`src/rtl/dffram_mbist.sv`:
```
// March C- MBIST engine. It drives a DFFRAM single-port macro and reports pass/fail.
// Define MBIST_FAIL_LOG_EN to add first-mismatch capture outputs: fail_addr, fail_elem and fail_bits.
module dffram_mbist #(
    parameter int unsigned AW     = 9,
    parameter int unsigned DW     = 32,
    parameter int unsigned WSIZE  = 4,
    parameter int unsigned RD_LAT = 1
) (
    input  logic             CLK,
    input  logic             RST,
    input  logic             start,
    output logic             busy,
    output logic             done,
    output logic             pass,
    output logic [WSIZE-1:0] WE0,
    output logic             EN0,
    output logic [AW-1:0]    A0,
    output logic [DW-1:0]    Di0,
    input  logic [DW-1:0]    Do0
`ifdef MBIST_FAIL_LOG_EN
    ,
    output logic [AW-1:0]    fail_addr,
    output logic [2:0]       fail_elem,
    output logic [DW-1:0]    fail_bits
`endif
);
    localparam int unsigned CW        = $clog2(RD_LAT + 1);
    localparam logic [AW-1:0] ADDR_LAST = {AW{1'b1}};

    // Encoding puts the march element number in the low three bits (M1..M5 = 1..5).
    typedef enum logic [3:0] {
        S_M0    = 4'd0,
        S_M1    = 4'd1,
        S_M2    = 4'd2,
        S_M3    = 4'd3,
        S_M4    = 4'd4,
        S_M5    = 4'd5,
        S_DRAIN = 4'd6,
        S_DONE  = 4'd7,
        S_IDLE  = 4'd8
    } state_t;

    state_t             state_q, state_d;
    logic [AW-1:0]      addr_q, addr_d;
    logic               wr_q, wr_d;
    logic [CW-1:0]      cnt_q, cnt_d;
    logic               busy_q, busy_d, done_q, done_d, pass_q, pass_d, fail_q, fail_d;
    logic               en0_q, en0_d;
    logic [WSIZE-1:0]   we0_q, we0_d;
    logic [DW-1:0]      di0_q, di0_d;
    logic [RD_LAT-1:0]  rp_vld_q, rp_vld_d, rp_one_q, rp_one_d;
    logic               is_op_c, mism_c, accept_c;

    assign accept_c = start && (state_q == S_IDLE || state_q == S_DONE);
    assign mism_c   = rp_vld_q[RD_LAT-1] && (Do0 != {DW{rp_one_q[RD_LAT-1]}});

    // State and address registers always describe the op currently on the RAM port.
    always_comb begin
        state_d = state_q;
        addr_d  = addr_q;
        wr_d    = wr_q;
        cnt_d   = cnt_q;
        busy_d  = busy_q;
        done_d  = done_q;
        pass_d  = pass_q;
        fail_d  = fail_q | mism_c;
        unique case (state_q)
            S_IDLE, S_DONE: begin
                if (start) begin
                    state_d = S_M0;
                    addr_d  = '0;
                    wr_d    = 1'b1;
                    busy_d  = 1'b1;
                    done_d  = 1'b0;
                    pass_d  = 1'b0;
                    fail_d  = 1'b0;
                end
            end
            S_M0: begin
                if (addr_q == ADDR_LAST) begin
                    state_d = S_M1;
                    addr_d  = '0;
                    wr_d    = 1'b0;
                end else begin
                    addr_d = addr_q + AW'(1);
                end
            end
            S_M1, S_M2: begin
                wr_d = !wr_q;
                if (wr_q) begin
                    if (addr_q == ADDR_LAST) begin
                        state_d = (state_q == S_M1) ? S_M2 : S_M3;
                        addr_d  = (state_q == S_M1) ? '0 : ADDR_LAST;
                    end else begin
                        addr_d = addr_q + AW'(1);
                    end
                end
            end
            S_M3, S_M4: begin
                wr_d = !wr_q;
                if (wr_q) begin
                    if (addr_q == '0) begin
                        state_d = (state_q == S_M3) ? S_M4 : S_M5;
                        addr_d  = (state_q == S_M3) ? ADDR_LAST : '0;
                    end else begin
                        addr_d = addr_q - AW'(1);
                    end
                end
            end
            S_M5: begin
                if (addr_q == ADDR_LAST) begin
                    state_d = S_DRAIN;
                    cnt_d   = '0;
                end else begin
                    addr_d = addr_q + AW'(1);
                end
            end
            S_DRAIN: begin
                if (cnt_q == CW'(RD_LAT - 1)) begin
                    state_d = S_DONE;
                    busy_d  = 1'b0;
                    done_d  = 1'b1;
                    pass_d  = !(fail_q || mism_c);
                end else begin
                    cnt_d = cnt_q + CW'(1);
                end
            end
            default: state_d = S_IDLE;
        endcase

        is_op_c = (state_d inside {S_M0, S_M1, S_M2, S_M3, S_M4, S_M5});
        en0_d   = is_op_c;
        we0_d   = (is_op_c && wr_d) ? '1 : '0;
        di0_d   = (is_op_c && wr_d && (state_d == S_M1 || state_d == S_M3)) ? '1 : '0;

        // Read-compare pipeline: stage 0 is loaded from the op on the port this cycle.
        rp_vld_d    = rp_vld_q;
        rp_one_d    = rp_one_q;
        rp_vld_d[0] = en0_q && !wr_q;
        rp_one_d[0] = (state_q == S_M2) || (state_q == S_M4);
        for (int unsigned i = 1; i < RD_LAT; i++) begin
            rp_vld_d[i] = rp_vld_q[i-1];
            rp_one_d[i] = rp_one_q[i-1];
        end
    end

    always_ff @(posedge CLK) begin
        if (RST) begin
            state_q  <= S_IDLE;
            addr_q   <= '0;
            wr_q     <= 1'b0;
            cnt_q    <= '0;
            busy_q   <= 1'b0;
            done_q   <= 1'b0;
            pass_q   <= 1'b0;
            fail_q   <= 1'b0;
            en0_q    <= 1'b0;
            we0_q    <= '0;
            di0_q    <= '0;
            rp_vld_q <= '0;
            rp_one_q <= '0;
        end else begin
            state_q  <= state_d;
            addr_q   <= addr_d;
            wr_q     <= wr_d;
            cnt_q    <= cnt_d;
            busy_q   <= busy_d;
            done_q   <= done_d;
            pass_q   <= pass_d;
            fail_q   <= fail_d;
            en0_q    <= en0_d;
            we0_q    <= we0_d;
            di0_q    <= di0_d;
            rp_vld_q <= rp_vld_d;
            rp_one_q <= rp_one_d;
        end
    end

    assign busy = busy_q;
    assign done = done_q;
    assign pass = pass_q;
    assign EN0  = en0_q;
    assign WE0  = we0_q;
    assign A0   = addr_q;
    assign Di0  = di0_q;

`ifdef MBIST_FAIL_LOG_EN
    logic [AW-1:0] rp_addr_q [RD_LAT];
    logic [AW-1:0] rp_addr_d [RD_LAT];
    logic [2:0]    rp_elem_q [RD_LAT];
    logic [2:0]    rp_elem_d [RD_LAT];
    logic [AW-1:0] faddr_q, faddr_d;
    logic [2:0]    felem_q, felem_d;
    logic [DW-1:0] fbits_q, fbits_d;

    // Address and element travel alongside the compare pipeline; only the first mismatch is logged.
    always_comb begin
        rp_addr_d    = rp_addr_q;
        rp_elem_d    = rp_elem_q;
        rp_addr_d[0] = addr_q;
        rp_elem_d[0] = state_q[2:0];
        for (int unsigned i = 1; i < RD_LAT; i++) begin
            rp_addr_d[i] = rp_addr_q[i-1];
            rp_elem_d[i] = rp_elem_q[i-1];
        end
        faddr_d = faddr_q;
        felem_d = felem_q;
        fbits_d = fbits_q;
        if (accept_c) begin
            faddr_d = '0;
            felem_d = '0;
            fbits_d = '0;
        end else if (mism_c && !fail_q) begin
            faddr_d = rp_addr_q[RD_LAT-1];
            felem_d = rp_elem_q[RD_LAT-1];
            fbits_d = Do0 ^ {DW{rp_one_q[RD_LAT-1]}};
        end
    end

    always_ff @(posedge CLK) begin
        if (RST) begin
            for (int unsigned i = 0; i < RD_LAT; i++) begin
                rp_addr_q[i] <= '0;
                rp_elem_q[i] <= '0;
            end
            faddr_q <= '0;
            felem_q <= '0;
            fbits_q <= '0;
        end else begin
            rp_addr_q <= rp_addr_d;
            rp_elem_q <= rp_elem_d;
            faddr_q   <= faddr_d;
            felem_q   <= felem_d;
            fbits_q   <= fbits_d;
        end
    end

    assign fail_addr = faddr_q;
    assign fail_elem = felem_q;
    assign fail_bits = fbits_q;
`endif
endmodule

```
`config.mk`:
```
export PLATFORM = sky130hd
export DESIGN_NAME = dffram_mbist
export DESIGN_NICKNAME = d
export VERILOG_FILES = /design/src/rtl/dffram_mbist.sv
export SDC_FILE = /design/constraint.sdc
export NUM_CORES = 1
export LEC_CHECK = 0
export BUFFER_PORTS_ARGS = -buffer_cell sky130_fd_sc_hd__buf_2
export CAP_MARGIN = 20
export CORE_MARGIN = 4
export CORE_UTILIZATION = 40
export DETAILED_ROUTE_END_ITERATION = 10
export GPL_ROUTABILITY_DRIVEN = 0
export PLACE_DENSITY_LB_ADDON = 0.05
export REMOVE_ABC_BUFFERS = 1
export SLEW_MARGIN = 10
export SYNTH_ARGS = -nofsm -noshare
export SYNTH_HDL_FRONTEND = slang
export SYNTH_SLANG_ARGS = --single-unit
```
`constraint.sdc`:
```
create_clock -name CLK -period 3.5 [get_ports CLK]
set_input_delay 0.7 -clock CLK [delete_from_list [all_inputs] [get_ports CLK]]
set_output_delay 0.7 -clock CLK [all_outputs]
set_load 0.02 [all_outputs]
```
==> flow_summary.ini, run 1 <==
[flow_run]
maxCapViolCount = 0

[critical_path]
arrival_ns = 2.71
crit_top_cell = ha_1
cp_max_fo = 10
crit_buf_inv = 0
cpMaxStageDelayCell = dfxtp_1
end_kind = flip-flop
critPathRequiredTime_ns = 3.66
worstSetupPathType = reg2reg
crit_chain = ha_1, nand2_1, nor3_1, ha_1, nor2b_4, a2111o_1, o31a_1, o21ai_2, a22o_1
path_delay_family = compound AO/OA/AOI/OAI gates
setup.worst_path.start_class = flip-flop
slowest_delay_ns = 0.51

[sta]
slew_violations = 0
worst_pin_slew_ns = 0.787
fin_ws_ns = 0.946
slew_headroom = 0.475
hold_viol = 0
fin_skew_ns = 0.0102
max_freq_mhz = 391
finalCritPeriodShare = 0.730
grt_setup_unrepaired = no
tns_ns = 0
min_period_ns = 2.55
finalSetupViolCount = 0

[synthesis]
synthFlopType = dfxtp_1
synth_cells = 271
avgSynthCellArea_um2 = 7.86
yosys.area.top_type = dfxtp_1
yosys_warnings = 0
netlist_area_mm2 = 0.00213
synthTopCellsByArea = dfxtp_1, buf_4, nand2_1
synth_commonest_cells = buf_4, dfxtp_1, nand2_1
ys_ff_latch = 23
synth_most_common_cell = buf_4
ys_seq_area_frac = 0.216
synth-edff-count = 0
synth_cell_type_count = 58
async_flop_share = 0
netlist.area_leader.share = 0.216

[power_and_ir_drop]
vdd.ir_drop.worst_mv = 0.176
internal_power_uw = 384
seqPwrFrac = 0.518
powerDensity_mw_per_mm2 = 229
report.power.total_uw = 533
clockPowerShare = 0.317
leakagePower_nw = 1.08
swShare = 0.279
p_comb_frac = 0.165
p_sw_uw = 149

[clock_tree]
cts_buffers = 3
ctsHoldBuffers = 0
post_cts_buffers = 0
tritoncts = yes
path_clk_slew_ns = 0.08
cts_sinks = 23
cts_max_path_buffers = 2
cts_root_buf = clkbuf_8
post_cts_resize_count = 0
h-tree-depth = 1
insertion_delay_ns = 0.27

[hold_path]
hp-class = reg2reg

[floorplanning]
pin_count = 84
core_mm2 = 0.00514
fp-row-count = 26
dieHeight_um = 81.0
die_width_um = 81.0
die-area_mm2 = 0.00656
start_util = 0.414

[detailed_routing]
wl_um = 5500
dr.pass1.iters = 4
vias_per_cell = 5.39
num_vias = 2053
drc_errors = 0
ant_nets = 0
wl_per_cell_um = 14.4
first_iter_violations = 119

[global_routing]
grt_max_degree = 33
gr-total-overflow = 0
grtUsageTotal = 0.165
grt_pass1_vias = 1851
grt_pass1_wl_um = 8740
antenna_found_initial = 0

[place]
io_buffers = 83
place_hpwl_um = 4230
post-place-ws_ns = 0.962

[final_layout]
antennaDiodeCount = 0
num-nets-final = 351
final_layout_size_suffix_gt1_frac = 0.325
syn_to_final_growth_pct = 9.40
utilization = 0.453

[status]
status = completed
-- per-layer routing --
layer  vias up  track usage  wire (um)
met3         4       0.0333        408
met4         0       0.0287         49
met1       926        0.224       2530
met2        71        0.271       2520
met5         -            0          0
li1       1052            -          -
-- per-stage QoR --
stage	cell area [um2]	cells	hold WS (ns)
after detailed placement	2280	377	0.454
final	2330	381	0.471
after global routing	2330	381	0.490
after floorplan	1770	223	0.434
after CTS	2330	381	0.466
after global placement	2280	377	0.445
-- registers in the layout, indices dropped and copies added, names as in the netlist --
signal    flops
Di0           1
busy          1
pass          1
A0            9
done          1
state_q       4
wr_q          1
fail_q        1
EN0           1
rp_vld_q      1
rp_one_q      1
WE0           1
-- power by group through the flow --
stage	Clock (mW)	Combinational [mW]	Sequential (mW)
2_1_floorplan	0	0.0402	0.288
3_3_place_gp	0	0.0878	0.282
3_5_place_dp	0	0.0875	0.282
4_1_cts	0.173	0.0880	0.276
5_1_grt	0.182	0.0977	0.277
6_report	0.169	0.0882	0.276
-- cells by family (layout without fill, tap and decap cells) --
| logic type | after synthesis | after routing | share of synthesized area |
|---|---|---|---|
| and+or+nand+nor | 107 | 107 | 0.280 |
| adders and majority gates | 4 | 4 | 0.0235 |
| muxes | 2 | 2 | 0.0106 |
| DFF | 23 | 23 | 0.216 |
| xor gates and xnor gates | 7 | 7 | 0.0288 |
| AOI/OAI and AO/OA | 70 | 70 | 0.256 |
| buffers and inverters | 58 | 98 | 0.185 |
-- layout by cell type (no fill, tap or decap), types with 3 or more instances in the layout --
master	n
a21oi_1	7
a221o_1	3
a22o_1	6
a22oi_1	3
a31oi_1	4
and2_1	4
and3_1	4
buf_2	83
clkbuf_8	3
dfxtp_1	23
ha_1	4
inv_1	10
nand2_1	21
nand2b_1	5
nand3_1	12
nand4_1	6
nor2_1	15
nor2b_1	5
nor3_1	9
nor4_1	5
o211ai_1	6
o21a_1	3
o21ai_0	6
o221ai_1	3
o22ai_1	6
or3_1	6
or4_1	4
xnor2_1	3
xor2_1	4
-- path summary, 6_finish.rpt --
check / from / to / slack, ns / cells past startpoint
worst max-delay path: A0[0] / A0[7] / 0.95 / 9
worst min-delay path: fail_q / pass / 0.47 / 1
worst max register to register: A0[0] / A0[7] / 0.95 / 9
worst min register to register: fail_q / pass / 0.47 / 1
-- cell type report --
class | count | area, um2
clock inverters | 1 | 5.00
inverters | 10 | 37.5
multi-input cells | 190 | 1270
fillers | 548 | 2810
flip-flops and latches | 23 | 460
clock buffers | 3 | 41.3
repair buffers | 84 | 423
well taps | 70 | 87.6
No activity file was read; power rests on OpenSTA's default activity.
==> run 2, diff against run 1 <==
- clock period: 3.5 -> 2.6 ns (I/O delays scaled with it)
==> run 2 against run 1 <==
  * Clock-buffer cell count did not move
  * Fmax is 8.3% higher
  * First-iteration DRC count down 13%
  * Sequential cell count is the same
  * Non-clock buffer count is 8 higher
  * Cell count up 2.1%
  * Global-route usage grew 0.44 points
  * Clock skew increased by 0.0035 ns
  * Sequential share of layout area is 0.50 points lower
  * Via count rose by 0.78%
  * Total power rose by 35%
  * Critical path type unchanged
  * Largest cell class unchanged
  * Largest power group unchanged
==> flow_summary.ini, run 2 (synthesized netlist as in run 1, its figures left out) <==
[sta]
fin_skew_ns = 0.0136
tns_ns = 0
finalSetupViolCount = 0
hold_viol = 0
worst_pin_slew_ns = 0.710
max_freq_mhz = 424
slew_headroom = 0.527
min_period_ns = 2.36
slew_violations = 0
fin_ws_ns = 0.241
hold_slack_ns = 0.457
finalCritPeriodShare = 0.907
grt_setup_unrepaired = no

[global_routing]
antenna_found_initial = 0
grt_pass1_wl_um = 8850
grt_pass1_vias = 1833
grt_max_degree = 33
grtUsageTotal = 0.169
gr-total-overflow = 0

[floorplanning]
die-area_mm2 = 0.00656
fp-row-count = 26
dieHeight_um = 81.0
core_mm2 = 0.00514
pin_count = 84
start_util = 0.414
die_width_um = 81.0

[clock_tree]
h-tree-depth = 1
tritoncts = yes
path_clk_slew_ns = 0.09
insertion_delay_ns = 0.27
ctsHoldBuffers = 0
cts_root_buf = clkbuf_8
cts_buffers = 3
cts_sinks = 23
cts_max_path_buffers = 2
post_cts_buffers = 0
post_cts_resize_count = 0

[hold_path]
hold_path.startpoint = fail_q
hp-class = reg2reg
holdPathEnd = pass
hold_depth = 1

[critical_path]
worstSetupPathType = reg2reg
cp_max_fo = 8
end_kind = flip-flop
setup.worst_path.start_class = flip-flop
rrSetupSlack_ns = 0.24
r2r_end = A0[8]
critPathRequiredTime_ns = 2.77
arrival_ns = 2.53
r2r-start = A0[0]
path_delay_family = compound AO/OA/AOI/OAI gates
crit_buf_inv = 0
cpMaxStageDelayCell = a221o_1
slowest_delay_ns = 0.40
crit_chain = ha_1, nand2_1, nor3_1, ha_1, nor2b_1, o21a_1, o211ai_1, nand2_1, a221o_1
reg2regPathDepth = 9

[power_and_ir_drop]
leakagePower_nw = 1.12
vdd.ir_drop.worst_mv = 0.223
powerDensity_mw_per_mm2 = 302
report.power.total_uw = 722

[final_layout]
utilization = 0.465
final_cell_mix = buf_2, dfxtp_1, nand2_1
largest_register_ffs = 9
multi_input_area_mm2 = 0.00127
stdcell_area_mm2 = 0.00239
syn_to_final_growth_pct = 12.2
final_common_cell = buf_2
nFillCells = 543
seq_area_um2 = 460
antennaDiodeCount = 0
layoutNonFillerInstCount = 389
num-nets-final = 359
final_layout_size_suffix_gt1_frac = 0.342

[place]
post-place-ws_ns = 0.343
place_hpwl_um = 4360
place_inst = 385
io_buffers = 83
placed_area_mm2 = 0.00234

[detailed_routing]
dr.pass1.iters = 4
first_iter_violations = 104
ant_nets = 0
drc_errors = 0
wl_per_cell_um = 14.4
vias_per_cell = 5.32
num_vias = 2069
wl_um = 5620

[status]
status = completed

[flow_run]
maxCapViolCount = 0
==> run 2: worst reg2reg max path, cell delays in order, from the launching register on <==
cell and delay (ns):
dfxtp_1 0.32, ha_1 0.23, nand2_1 0.12, nor3_1 0.06
ha_1 0.23, nor2b_1 0.14, o21a_1 0.23, o211ai_1 0.25
nand2_1 0.27, a221o_1 0.40
==> run 2: routing by layer <==
layer	share of wire	track usage
met1	0.48	0.240
met2	0.45	0.273
met3	0.066	0.0166
met4	0.0052	0.0405
met5	0	0
==> run 2: area by class of cell <==
cell class | instances | area share
multi-input cells | 190 | 0.534
repair buffers | 92 | 0.202
flip-flops and latches | 23 | 0.193
well taps | 70 | 0.0366
clock buffers | 3 | 0.0173
inverters | 10 | 0.0157
clock inverters | 1 | 0.00209
==> run 2: worst max-delay path by stage <==
stage | startpoint | cells after the start | endpoint
detailed placement | A0[0] | 9 | A0[0]
CTS | A0[0] | 9 | A0[0]
finish | A0[0] | 9 | A0[8]
floorplan | Di0[30] | 0 | Di0[0]
global route | A0[0] | 9 | A0[0]
global placement | A0[0] | 9 | A0[7]
==> run 2: power breakdown <==
group,switching [mW],leakage (nW),internal [mW]
Combinational,0.0706,0.910,0.0511
Sequential,0.00989,0.187,0.360
Clock,0.123,0.0255,0.107
Total,0.203,1.12,0.519
